$ cat src/rtl/spi_ctrl_pkg.sv
// Shared FSM state encoding and SPI command codes for the SPI slave controller.
package spi_ctrl_pkg;

    typedef enum logic [2:0] {
        IDLE,
        CHK_CMD,
        WRITE,
        READ_ADD,
        READ_DATA
    } state_e;

    localparam logic [1:0] WR_ADDR = 2'b00;
    localparam logic [1:0] WR_DATA = 2'b01;
    localparam logic [1:0] RD_ADDR = 2'b10;
    localparam logic [1:0] RD_DATA = 2'b11;

endpackage

$ cat src/rtl/spi_rx_shifter.sv
// Serial-in MSB-first frame shifter with bit counter; saturates once a full
// DATA_W+2 bit frame is held so trailing MOSI bits are discarded.
module spi_rx_shifter #(
    parameter int DATA_W = 8
) (
    input  logic              clk,
    input  logic              rst_n,
    input  logic              clear_i,
    input  logic              shiftEn_i,
    input  logic              mosi_i,
    output logic [DATA_W+1:0] frameNext_o,
    output logic              lastBit_o
);

    localparam int FRAME_W = DATA_W + 2;
    localparam int CNT_W   = $clog2(FRAME_W + 1);
    localparam logic [CNT_W-1:0] CNT_FULL = CNT_W'(FRAME_W);
    localparam logic [CNT_W-1:0] CNT_LAST = CNT_W'(FRAME_W - 1);

    logic [FRAME_W-1:0] frame_q;
    logic [CNT_W-1:0]   count_q;
    logic               full;

    assign full        = (count_q == CNT_FULL);
    assign frameNext_o = {frame_q[FRAME_W-2:0], mosi_i};
    assign lastBit_o   = (count_q == CNT_LAST);

    always_ff @(posedge clk) begin
        if (!rst_n || clear_i) begin
            frame_q <= '0;
            count_q <= '0;
        end else if (shiftEn_i && !full) begin
            frame_q <= frameNext_o;
            count_q <= count_q + 1'b1;
        end
    end

endmodule

$ cat src/rtl/spi_slave_ctrl.sv
// SPI slave front end for a single-port RAM: decodes 2-bit command frames,
// strobes complete frames to the RAM and shifts read bytes back out on MISO.
module spi_slave_ctrl
    import spi_ctrl_pkg::*;
#(
    parameter int DATA_W = 8
) (
    input  logic              clk,
    input  logic              rst_n,
    input  logic              SS_n,
    input  logic              MOSI,
    output logic              MISO,
    output logic [DATA_W+1:0] rx_data,
    output logic              rx_valid,
    input  logic [DATA_W-1:0] tx_data,
    input  logic              tx_valid
);

    localparam int TXC_W = $clog2(DATA_W + 1);

    state_e              state_q, state_d;
    logic                rdAddrFlag_q, rdAddrFlag_d;
    logic [DATA_W+1:0]   rxData_q, rxData_d;
    logic                rxValid_q, rxValid_d;
    logic                txWait_q, txWait_d;
    logic [DATA_W-1:0]   txShift_q, txShift_d;
    logic [TXC_W-1:0]    txCnt_q, txCnt_d;

    logic                shiftEn;
    logic                clearRx;
    logic                lastBit;
    logic                frameDone;
    logic [DATA_W+1:0]   frameNext;

    spi_rx_shifter #(.DATA_W(DATA_W)) u_rx_shifter (
        .clk        (clk),
        .rst_n      (rst_n),
        .clear_i    (clearRx),
        .shiftEn_i  (shiftEn),
        .mosi_i     (MOSI),
        .frameNext_o(frameNext),
        .lastBit_o  (lastBit)
    );

    always_comb begin
        state_d      = state_q;
        rdAddrFlag_d = rdAddrFlag_q;
        rxData_d     = rxData_q;
        rxValid_d    = 1'b0;
        txWait_d     = txWait_q;
        txShift_d    = txShift_q;
        txCnt_d      = txCnt_q;
        shiftEn      = 1'b0;
        clearRx      = 1'b0;
        frameDone    = 1'b0;

        case (state_q)
            IDLE: begin
                clearRx = 1'b1;
                if (!SS_n) state_d = CHK_CMD;
            end
            CHK_CMD: begin
                shiftEn = 1'b1;
                if (MOSI == RD_ADDR[1]) state_d = rdAddrFlag_q ? READ_DATA : READ_ADD;
                else                    state_d = WRITE;
            end
            WRITE, READ_ADD: shiftEn = 1'b1;
            READ_DATA: begin
                shiftEn = 1'b1;
                // The RAM sees the frame during the rx_valid cycle, so only answer after it.
                if (txWait_q && tx_valid) begin
                    txShift_d = tx_data;
                    txCnt_d   = TXC_W'(DATA_W);
                    txWait_d  = 1'b0;
                end else if (txCnt_q != '0) begin
                    txShift_d = {txShift_q[DATA_W-2:0], 1'b0};
                    txCnt_d   = txCnt_q - 1'b1;
                end
                if (rxValid_q) txWait_d = 1'b1;
            end
            default: state_d = IDLE;
        endcase

        frameDone = shiftEn && lastBit;
        if (frameDone) begin
            rxValid_d = 1'b1;
            rxData_d  = frameNext;
            if (state_q == READ_ADD)       rdAddrFlag_d = 1'b1;
            else if (state_q == READ_DATA) rdAddrFlag_d = 1'b0;
        end

        // Deselect wins over everything, including a frame finishing this cycle.
        if (SS_n) begin
            state_d      = IDLE;
            clearRx      = 1'b1;
            shiftEn      = 1'b0;
            rxValid_d    = 1'b0;
            rxData_d     = rxData_q;
            rdAddrFlag_d = rdAddrFlag_q;
            txWait_d     = 1'b0;
            txShift_d    = '0;
            txCnt_d      = '0;
        end
    end

    always_ff @(posedge clk) begin
        if (!rst_n) begin
            state_q      <= IDLE;
            rdAddrFlag_q <= 1'b0;
            rxData_q     <= '0;
            rxValid_q    <= 1'b0;
            txWait_q     <= 1'b0;
            txShift_q    <= '0;
            txCnt_q      <= '0;
        end else begin
            state_q      <= state_d;
            rdAddrFlag_q <= rdAddrFlag_d;
            rxData_q     <= rxData_d;
            rxValid_q    <= rxValid_d;
            txWait_q     <= txWait_d;
            txShift_q    <= txShift_d;
            txCnt_q      <= txCnt_d;
        end
    end

    assign rx_data  = rxData_q;
    assign rx_valid = rxValid_q;
    assign MISO     = (txCnt_q != '0) && txShift_q[DATA_W-1];

endmodule
$ cat config.mk
export PLATFORM = sky130hd
export DESIGN_NAME = spi_slave_ctrl
export DESIGN_NICKNAME = d
export VERILOG_FILES = /design/src/rtl/spi_ctrl_pkg.sv /design/src/rtl/spi_rx_shifter.sv /design/src/rtl/spi_slave_ctrl.sv
export SDC_FILE = /design/constraint.sdc
export NUM_CORES = 1
export LEC_CHECK = 0
export CAP_MARGIN = 20
export CORE_ASPECT_RATIO = 2
export CORE_MARGIN = 1
export CORE_UTILIZATION = 55
export DETAILED_ROUTE_END_ITERATION = 16
export GPL_ROUTABILITY_DRIVEN = 0
export PLACE_DENSITY = 0.85
export SLEW_MARGIN = 20
export SYNTH_ARGS = -nofsm -noshare
export SYNTH_HDL_FRONTEND = slang
export SYNTH_SLANG_ARGS = --single-unit
$ cat constraint.sdc
create_clock -name clk -period 2.08 [get_ports clk]
set_clock_uncertainty 0.05 [all_clocks]
set_input_delay 0.312 -clock clk [delete_from_list [all_inputs] [get_ports clk]]
set_output_delay 0.312 -clock clk [all_outputs]
set_load 0.02 [all_outputs]
* Word-level counts from Yosys, hierarchy flattened
Cells that the tools add are included.
** Cells by class
- Add/subtract/negate cells :: 2
- Equal/unequal tests :: 6
- Muxes and demuxes :: 16
- Bitwise gates (word level) :: 2
- Reduce and logical (&&, ||, !) cells :: 19
** Operators with widths (count)
- $mux W8 :: 2
- $mux W1 :: 9
- $pmux W3 S3 :: 1
- $eq A4 B4 Y1 const B :: 2
- $mux W4 :: 2
- $eq A3 B2 Y1 const B :: 2
- $mux W3 :: 2
- $reduce_and A2 Y1 :: 3
- $reduce_bool A2 Y1 :: 3
- $add A4 B1 Y4 const B :: 1
- $logic_and A1 B1 Y1 :: 4
- $reduce_bool A4 Y1 :: 1
- $reduce_or A4 Y1 :: 1
- $sub A4 B1 Y4 const B :: 1
- $eq A3 B1 Y1 const B :: 1
- $eq A3 B3 Y1 const B :: 1
- $logic_not A3 Y1 :: 1
- $reduce_and A3 Y1 :: 1
- $reduce_or A3 Y1 :: 1
- $logic_not A1 Y1 :: 2
- $not A1 Y1 :: 2
- $reduce_or A2 Y1 :: 1
- $logic_or A1 B1 Y1 :: 1
** Word-level totals
- Register bits after elaboration :: 41

* Logic depth before layout (Yosys ltp)
Gate-level depths: netlist of the first run.
- Depth after elaboration :: 5
- Mapped depth :: 6
- Mapped depth without buffers :: 5

* Hierarchy
From an unflattened synthesis of the first run, not the netlist that was laid out.
** Second synthesis, totals
- Cells, all modules :: 220
- Area, all modules :: 1975.6 um2
** Modules (own cells, without submodules)
- spi_slave_ctrl :: times used 1, cells an instance 162, area each 1371.3 um2, seq. area each 560.5 um2
- spi_rx_shifter :: times used 1, cells an instance 58, area each 604.3 um2, seq. area each 260.2 um2

* Least setup slack after synthesis of the first run
No wires, ideal clock.
- Path type :: reg-to-reg
- Start point :: register state_q[1]
- End point :: register u_rx_shifter.frame_q[1]
- Data arrival time :: 1.520 ns
- Data required time :: 1.958 ns
- Setup slack :: 0.438 ns
- Cell stages (with the launch flop) :: 7
- Buffers on the path :: 3
- Cells stage by stage :: dfxtp_1 > buf_6 > or3b_1 > buf_6 > a211oi_4 > buf_6 > mux2i_1
** Between the ends
- Cells in the longest elaborated chain, start to end :: 5
- Elaborated cells on any way between the ends :: 12
** Ends and longest elaborated chain
- start: declaration :: line spi_slave_ctrl.sv:21 : state_e state_q, state_d;
- start signal: assignment :: line spi_slave_ctrl.sv:116 : state_q <= state_d;
- $eq A3 B2 Y1 (tied with other cells) :: line spi_slave_ctrl.sv:57 : case (state_q)
- $reduce_or A4 Y1 (no source line)
- $mux W1 :: line spi_slave_ctrl.sv:57
- $mux W1 :: line spi_slave_ctrl.sv:93 : if (SS_n) begin
- $logic_and A1 B1 Y1 :: line spi_rx_shifter.sv:32 : end else if (shiftEn_i && !full) begin
- end signal: assignment :: line spi_rx_shifter.sv:33 : frame_q <= frameNext_o;
- end: declaration :: line spi_rx_shifter.sv:20 : logic [FRAME_W-1:0] frame_q;
Several ways; a longest one is shown, not always the timed one.
A chain may end at the register's enable or synchronous reset.

* Worst setup path after layout of the first run
- Start point :: register txCnt_q[0]
- End point :: output port MISO
** Between the ends
- Cells in the longest elaborated chain, start to end :: 2
** Ends and longest elaborated chain
- start: declaration :: line spi_slave_ctrl.sv:27 : logic [TXC_W-1:0] txCnt_q, txCnt_d;
- start signal: assignment :: line spi_slave_ctrl.sv:122 : txCnt_q <= txCnt_d;
- $reduce_bool A4 Y1 :: line spi_slave_ctrl.sv:128 : assign MISO = (txCnt_q != '0) && txShift_q[DATA_W-1];
- $logic_and A1 B1 Y1 :: line spi_slave_ctrl.sv:128
- end: declaration :: line spi_slave_ctrl.sv:12 : output logic MISO,
Every way passes these cells.

==> impl_summary.txt, run 1 <==
----------------------------------------------------
[Floorplan]
  Top-level port count ... 25
  Floorplan row count ... 30
  Effective utilization at floorplan ... 0.584
  Total Die Area ... 3930 um^2
  Total core area ... 3450 um^2
  Die span in y ... 87.6 um
  Die Width ... 44.8 um

[Clock network]
  CTS Buf Count ... 5
  Root cell of the clock tree ... clkbuf_8
  Number of hold-repair buffers added at the cts stage ... 0
  Clock latency of the later-clocked register in the worst-skew pair ... 0.29 ns
  Clock net sink count ... 41
  Clk pin slew, worst setup/hold paths ... 0.08 ns
  Number of H-tree branching levels ... 2
  Max Buffers Root-to-Sink ... 2
  Clock tree from TritonCTS ... yes

[Critical path]
  Nature of the critical path endpoint ... output pin
  Largest fanout on the critical path ... 4
  Number of cells on the worst reg-to-reg path ... 3
  Critical-path top delay cell ... dfxtp_1
  CP Cell Sequence ... inv_1 > ha_1 > nor3b_2 > nor2b_1 > dlygate4sd2_1
  WP data required ... 1.72 ns
  Slowest Stage Delay on Critical Path ... 0.38 ns
  Critical path type ... flop to output pin
  Category of the worst setup path launch point ... flop
  Crit path DAT ... 1.60 ns

[Placement]
  Buffers added on ports ... 24
  Placement-stage worst setup slack ... 0.155 ns
  Half-perimeter wire length after placement ... 3.00 mm
  Placed cell count ... 288
  Cell area after placement ... 2320 um^2

[Final layout]
  Final Instance Area ... 2410 um^2
  Filler instances ... 290
  Total area of multi-input combinational cells ... 1070 um^2
  Sequential cell area ... 821 um^2
  Area Growth Syn to Fin ... 19.7%
  Proportion of layout cells with a drive suffix above 1 ... 0.0972
  ANT cells ... 0
  Finished Layout Cells ... 295
  Leading cell type in the layout, fill and taps excluded ... dfxtp_1
  Commonest non-fill, non-tap cells in the layout ... dfxtp_1, nand2_1, mux2i_1, clkdlybuf4s50_1, nand3_1
  Final net count ... 265

[Power]
  Total power of the final layout ... 1.42 mW
  Total power density per cell area ... 587 nW/um^2
  Peak supply drop ... 0.000623 V
  Leakage power figure ... 0.881 nW

[Synthesis]
  Fraction of the yosys area taken by sequential cells ... 0.407
  Prevailing post-synth register cell ... dfxtp_1
  Compound-gate portion of the synthesized area ... 0.145
  Largest family of logic cells by synthesized area ... simple AND/OR/NAND/NOR gates
  Share of synthesized flip-flops with an asynchronous set or reset ... 0
  Synth Area in Simple Gates ... 0.202
  Net count after synthesis ... 238
  Synth cell types ... 39
  Adder and majority cell fraction of the synthesized area ... 0.0310
  Xor/xnor share of the synthesized area ... 0
  Post-synthesis average cell area ... 9.16 um^2
  Gate count of the mapped netlist ... 220
  Synthesis Warnings ... 0
  Total standard cell area after synthesis ... 2020 um^2
  Synthesis-stage register bit count ... 41
  Mux cell area share after synthesis ... 0.149
  Number of synthesized flops with an enable pin ... 0

[Routing]
  Detailed-route via count ... 1658
  Wire length on met3 ... 101 um
  Routed Antenna Nets ... 0
  Routed met2 length ... 2.34 mm
  DRC errors left ... 0
  Final Routed Wirelength ... 4.22 mm
  Vias per cell ... 5.62
  Number of DRC markers after the initial detailed-route iteration ... 32
  Topmost layer with routed signal wires ... met4
  Wire length per cell after detailed routing ... 14.3 um
  Routed metal-1 wire length ... 1.69 mm
  Drt pass-1 iters ... 4

[Timing]
  Number of hold violations in the final report ... 0
  Post-route fraction of the period consumed by the critical path ... 0.943
  Transition at the pin with the smallest max-transition slack ... 0.595 ns
  Max-slew violations ... 0
  Peak clock frequency supported by timing ... 510 MHz
  Setup_tns ... 0 ns
  Number of endpoints failing setup at the final stage ... 0
  Worst Setup Slack, final ... 0.119 ns
  Max-slew headroom ... 0.604
  RSZ-0062 raised after global routing ... false
  Time the worst path needs with I/O delays and setup ... 1.96 ns

[Min path]
  Kind of path behind the tightest hold check ... flop to flop
  Number of instances on the worst hold path ... 2

[Global routing]
  Largest net degree at the start of global routing ... 22
  GRT Residual Overflow ... 0
  First-pass GRT wire length ... 7.11 mm
  Via count of the first global-routing pass ... 1626
  Antenna violations before repair ... 0
  Global routing usage summed across all routing layers ... 0.243

[Job]
  Max-Cap Viols ... 0

[Run status]
  Outcome ... complete, no violations

----------------------------------------------------
[cells in the mapped netlist, types with 2 or more instances]
| cell | number | area, um^2 |
|---|---|---|
| inv_1 | 9 | 33.8 |
| nor2_1 | 4 | 15.0 |
| mux2i_1 | 30 | 300 |
| nor3_1 | 4 | 20.0 |
| a21boi_0 | 7 | 52.6 |
| a21oi_1 | 5 | 25.0 |
| nor2b_1 | 5 | 31.3 |
| o21ai_0 | 9 | 45.0 |
| nand3b_1 | 4 | 30.0 |
| a211oi_1 | 2 | 15.0 |
| nor3b_1 | 2 | 15.0 |
| and3_1 | 7 | 43.8 |
| dfxtp_1 | 41 | 821 |
| buf_6 | 5 | 56.3 |
| nand2_1 | 31 | 116 |
| ha_1 | 5 | 62.6 |
| nand3_1 | 17 | 85.1 |
| a211oi_4 | 2 | 40.0 |
| and2_1 | 2 | 12.5 |
| clkbuf_1 | 10 | 37.5 |
[metrics by stage]
step	utilization	hold slack [ns]
after global routing	0.699	0.430
after detailed placement	0.672	0.400
after global placement	0.672	0.394
final	0.699	0.408
after CTS	0.699	0.409
after floorplan	-	0.384
[power by group]
| group | switching [mW] | total, mW | internal, mW |
|---|---|---|---|
| logic | 0.0580 | 0.104 | 0.0465 |
| clock network | 0.260 | 0.523 | 0.263 |
| registers | 0.00151 | 0.788 | 0.786 |
| total | 0.320 | 1.42 | 1.10 |
[critical path: cells and delay by family, from the launching register on]
kind          cells  cell delay (ns)
simple gates      2             0.28
fa+ha+maj         1             0.22
flops             1             0.38
buf+inv           2             0.42
[kinds of logic (layout without fill, tap and decap cells)]
kind of cell    after synthesis  count (layout)
fa+ha+maj                     5               5
compound gates               38              38
simple gates                 81              81
buf+inv                      25              52
mux                          30              30
flops                        41              41
[flip-flops by register name, summed over array words and instances (netlist names)]
register	flops
txWait_q	1
rdAddrFlag_q	1
rx_data	10
u_rx_shifter.frame_q	9
rx_valid	1
txShift_q	8
state_q	3
txCnt_q	4
u_rx_shifter.count_q	4
[per-layer routing]
| layer | track usage | vias up |
|---|---|---|
| li1 | - | 828 |
| met1 | 0.260 | 787 |
| met5 | 0 | - |
| met3 | 0.0433 | 10 |
| met4 | 0.102 | 0 |
| met2 | 0.447 | 33 |
[final timing paths]
kind	startpoint	end	slack [ns]
max	txCnt_q[0]$_SDFFE_PP0P_	MISO	0.12
min	txShift_q[5]$_SDFFE_PP0P_	txShift_q[5]$_SDFFE_PP0P_	0.41
max reg2reg	state_q[2]$_SDFFE_PP0N_	txCnt_q[1]$_SDFFE_PP0P_	0.19
min reg2reg	txShift_q[5]$_SDFFE_PP0P_	txShift_q[5]$_SDFFE_PP0P_	0.41
[layout make-up]
class	count	share of cell area
Multi-Input combinational cell	154	0.443
Timing Repair Buffer	36	0.142
Clock buffer	7	0.0358
Sequential cell	41	0.340
Inverter	9	0.0140
Tap cell	48	0.0249
[repair_timing]
| action | 4_1_cts | 5_1_grt |
|---|---|---|
| endpoints found under the setup margin | 1 | 0 |
| gates resized for setup | 2 | 0 |
| setup buffers | 0 | 0 |
No activity file was read; power rests on OpenSTA's default activity.
==> run 2: changes to the inputs <==
--- a/config.mk
+++ b/config.mk
@@ -10,6 +10,6 @@
 export CORE_MARGIN = 1
-export CORE_UTILIZATION = 55
+export CORE_UTILIZATION = 54
 export DETAILED_ROUTE_END_ITERATION = 16
 export GPL_ROUTABILITY_DRIVEN = 0
-export PLACE_DENSITY = 0.85
+export PLACE_DENSITY = 0.84
 export SLEW_MARGIN = 20
@@ -17,2 +17,3 @@
 export SYNTH_HDL_FRONTEND = slang
+export SYNTH_HIERARCHICAL = 1
 export SYNTH_SLANG_ARGS = --single-unit
==> constraint.sdc (replaced) <==
create_clock -name clk -period 2.08 [get_ports clk]
set_clock_uncertainty 0.05 [all_clocks]
set_input_delay 0.416 -clock clk [delete_from_list [all_inputs] [get_ports clk]]
set_output_delay 0.416 -clock clk [all_outputs]
set_load 0.02 [all_outputs]
==> run 2 against run 1 <==
  * Sequential power about the same
  * Non-clock buffer count is 2 lower
  * Final area decreased by 0.31%
  * Sequential cell count unchanged
  * Cell count increased by 1.0%
  * Die area is 0.16% lower
  * Area after synthesis decreased by 2.0%
  * Count of clock-buffer cells in the layout fell by 1
  * Wire length shrank 5.0%
  * Maximum frequency down 0.37%
  * Hold slack improved by 0.0025 ns
  * Setup slack lost 0.0072 ns
  * Critical endpoint unchanged
  * Largest power group unchanged
  * Highest routed layer unchanged
==> impl_summary.txt, run 2 <==
----------------------------------------------------
[Run status]
  Outcome ... complete, no violations

[Routing]
  Number of DRC markers after the initial detailed-route iteration ... 17
  Drt pass-1 iters ... 4
  Detailed-route via count ... 1620
  DRC errors left ... 0
  Vias per cell ... 5.44
  Wire length per cell after detailed routing ... 13.5 um
  Final Routed Wirelength ... 4.01 mm
  Routed Antenna Nets ... 0

[Min path]
  Number of instances on the worst hold path ... 2
  Worst min-delay path endpoint ... txShift_q[5]$_SDFFE_PP0P_
  Min-Delay Startpoint ... txShift_q[5]$_SDFFE_PP0P_
  Kind of path behind the tightest hold check ... flop to flop

[Final layout]
  Commonest non-fill, non-tap cells in the layout ... nand2_1, dfxtp_1, mux2i_1, clkdlybuf4s50_1, o21ai_0
  Proportion of layout cells with a drive suffix above 1 ... 0.116
  Leading cell type in the layout, fill and taps excluded ... nand2_1
  Area Growth Syn to Fin ... 21.7%
  Final design utilization ... 0.696
  Largest register FFs ... 10
  ANT cells ... 0
  Final net count ... 267

[Critical path]
  Category of the worst setup path launch point ... flop
  Nature of the critical path endpoint ... output pin
  Largest fanout on the critical path ... 4
  Worst R2R Start ... state_q[1]$_SDFFE_PP0N_
  Crit path DAT ... 1.50 ns
  Number of cells on the worst reg-to-reg path ... 5
  R2r endpoint ... u_rx_shifter/frame_q[4]$_SDFFE_PP0P_
  Worst setup path start ... txCnt_q[0]$_SDFFE_PP0P_
  Reg2reg setup slack ... 0.35 ns
  WP data required ... 1.61 ns
  Critical path type ... flop to output pin

[Placement]
  Placement-stage worst setup slack ... 0.126 ns
  Half-perimeter wire length after placement ... 2.96 mm
  Buffers added on ports ... 24

[Global routing]
  First-pass GRT wire length ... 6.53 mm
  Global routing usage summed across all routing layers ... 0.230
  Via count of the first global-routing pass ... 1538
  Largest net degree at the start of global routing ... 22
  GRT Residual Overflow ... 0
  Antenna violations before repair ... 0

[Clock network]
  Number of hold-repair buffers added at the cts stage ... 0
  Clock net sink count ... 41
  Clock tree from TritonCTS ... yes
  Clock latency of the later-clocked register in the worst-skew pair ... 0.30 ns
  Root cell of the clock tree ... clkbuf_8
  Number of H-tree branching levels ... 2
  Post CTS Setup Buffer Count ... 0
  Clk pin slew, worst setup/hold paths ... 0.08 ns
  Gates resized, CTS repair ... 1
  CTS Buf Count ... 5
  Max Buffers Root-to-Sink ... 2

[Floorplan]
  Die Width ... 44.8 um
  Top-level port count ... 25
  Effective utilization at floorplan ... 0.572
  Total core area ... 3450 um^2
  Total Die Area ... 3920 um^2
  Die span in y ... 87.5 um
  Floorplan row count ... 30

[Power]
  Leakage power figure ... 0.892 nW
  Total power of the final layout ... 1.52 mW
  Peak supply drop ... 0.000565 V
  Total power density per cell area ... 631 nW/um^2

[Timing]
  Max-slew violations ... 0
  RSZ-0062 raised after global routing ... false
  Setup_tns ... 0 ns
  Peak clock frequency supported by timing ... 508 MHz
  Worst Setup Slack, final ... 0.111 ns
  Post-route fraction of the period consumed by the critical path ... 0.946
  Time the worst path needs with I/O delays and setup ... 1.97 ns
  Transition at the pin with the smallest max-transition slack ... 0.406 ns
  Number of endpoints failing setup at the final stage ... 0
  Number of hold violations in the final report ... 0
  Max-slew headroom ... 0.730

[Synthesis]
  Compound-gate portion of the synthesized area ... 0.142
  Synth Area in Simple Gates ... 0.220
  Mux cell area share after synthesis ... 0.127
  Fraction of the yosys area taken by sequential cells ... 0.415
  Top cells by area, synth ... dfxtp_1, mux2i_1, nand2_1
  Share of synthesized flip-flops with an asynchronous set or reset ... 0
  Share of the synthesized area in the top cell type ... 0.415
  Total standard cell area after synthesis ... 1980 um^2
  Xor/xnor share of the synthesized area ... 0.00443
  Net count after synthesis ... 238
  Post-synthesis average cell area ... 8.98 um^2
  Synth cell types ... 45
  Library cell with the largest summed area after synthesis ... dfxtp_1
  Most instantiated cells after synthesis ... nand2_1, dfxtp_1, mux2i_1
  Synthesis-stage register bit count ... 41
  Most frequently used cell type in the post-synthesis netlist ... nand2_1
  Number of synthesized flops with an enable pin ... 0
  Prevailing post-synth register cell ... dfxtp_1
  Synthesis Warnings ... 6
  Largest family of logic cells by synthesized area ... simple AND/OR/NAND/NOR gates
  Adder and majority cell fraction of the synthesized area ... 0.0317
  Gate count of the mapped netlist ... 220

[Job]
  Max-Cap Viols ... 0

----------------------------------------------------
==> run 2: changes by cell type after synthesis, sizes merged, moves of 4 or more <==
cell | before | now
clkbuf | 10 | 6
mux2i | 30 | 24
nand2 | 31 | 43
nand3 | 17 | 3
o21ai | 10 | 15
==> run 2: cell type report <==
cell class | count | area [um^2]
Timing Repair Buffer | 34 | 314
Multi-Input combinational cell | 156 | 1040
Clock buffer | 6 | 72.6
Sequential cell | 41 | 821
Clock inverter | 2 | 38.8
Inverter | 11 | 55.1
Fill cell | 289 | 1050
Tap cell | 48 | 60.1
==> run 2: cells by family after synthesis <==
group | count (synthesis)
buf+inv | 23
flops | 41
compound gates | 42
simple gates | 83
xor+xnor | 1
mux | 25
fa+ha+maj | 5
==> run 2: how the worst max path moves through the flow <==
stage,end,slack (ns),cells past startpoint
floorplan,u_rx_shifter/frame_q[1]$_SDFFE_PP0P_,0.38,6
CTS,MISO,0.09,5
finish,MISO,0.11,5
global route,MISO,0.03,5
detailed placement,u_rx_shifter/frame_q[4]$_SDFFE_PP0P_,0.13,5
global placement,MISO,0.19,5
==> run 2: metrics by stage <==
step,cells,hold WS (ns),instance area (um^2)
6_report,298,0.410,2400
2_1_floorplan,220,0.384,1980
4_1_cts,298,0.414,2400
3_3_place_gp,290,0.392,2290
5_1_grt,298,0.433,2400
3_5_place_dp,290,0.402,2290
==> run 2: metal layers <==
metal / track usage / up-vias / share of wire
li1: - / 825 / -
met1: 0.223 / 756 / 0.39
met2: 0.430 / 30 / 0.55
met3: 0.0433 / 9 / 0.031
met4: 0.124 / 0 / 0.026
met5: 0 / - / 0
==> run 2: power by group <==
| group | total [mW] | switching, mW | internal, mW |
|---|---|---|---|
| logic | 0.0894 | 0.0446 | 0.0448 |
| registers | 0.791 | 0.00503 | 0.786 |
| clock network | 0.636 | 0.276 | 0.360 |
| total | 1.52 | 0.325 | 1.19 |
==> run 2: worst max-delay path, stage by stage, from the launching register on <==
cell and delay (ns):
dfxtp_1 0.37, inv_1 0.08, ha_1 0.18, nor3b_1 0.14, nor2b_1 0.09, dlygate4sd2_1 0.33
==> run 3: changes to the inputs <==
- SLEW_MARGIN: 20 -> default
==> results of run 3 <==
No change in the layout: final DEF, timing and power equal those of run 2.
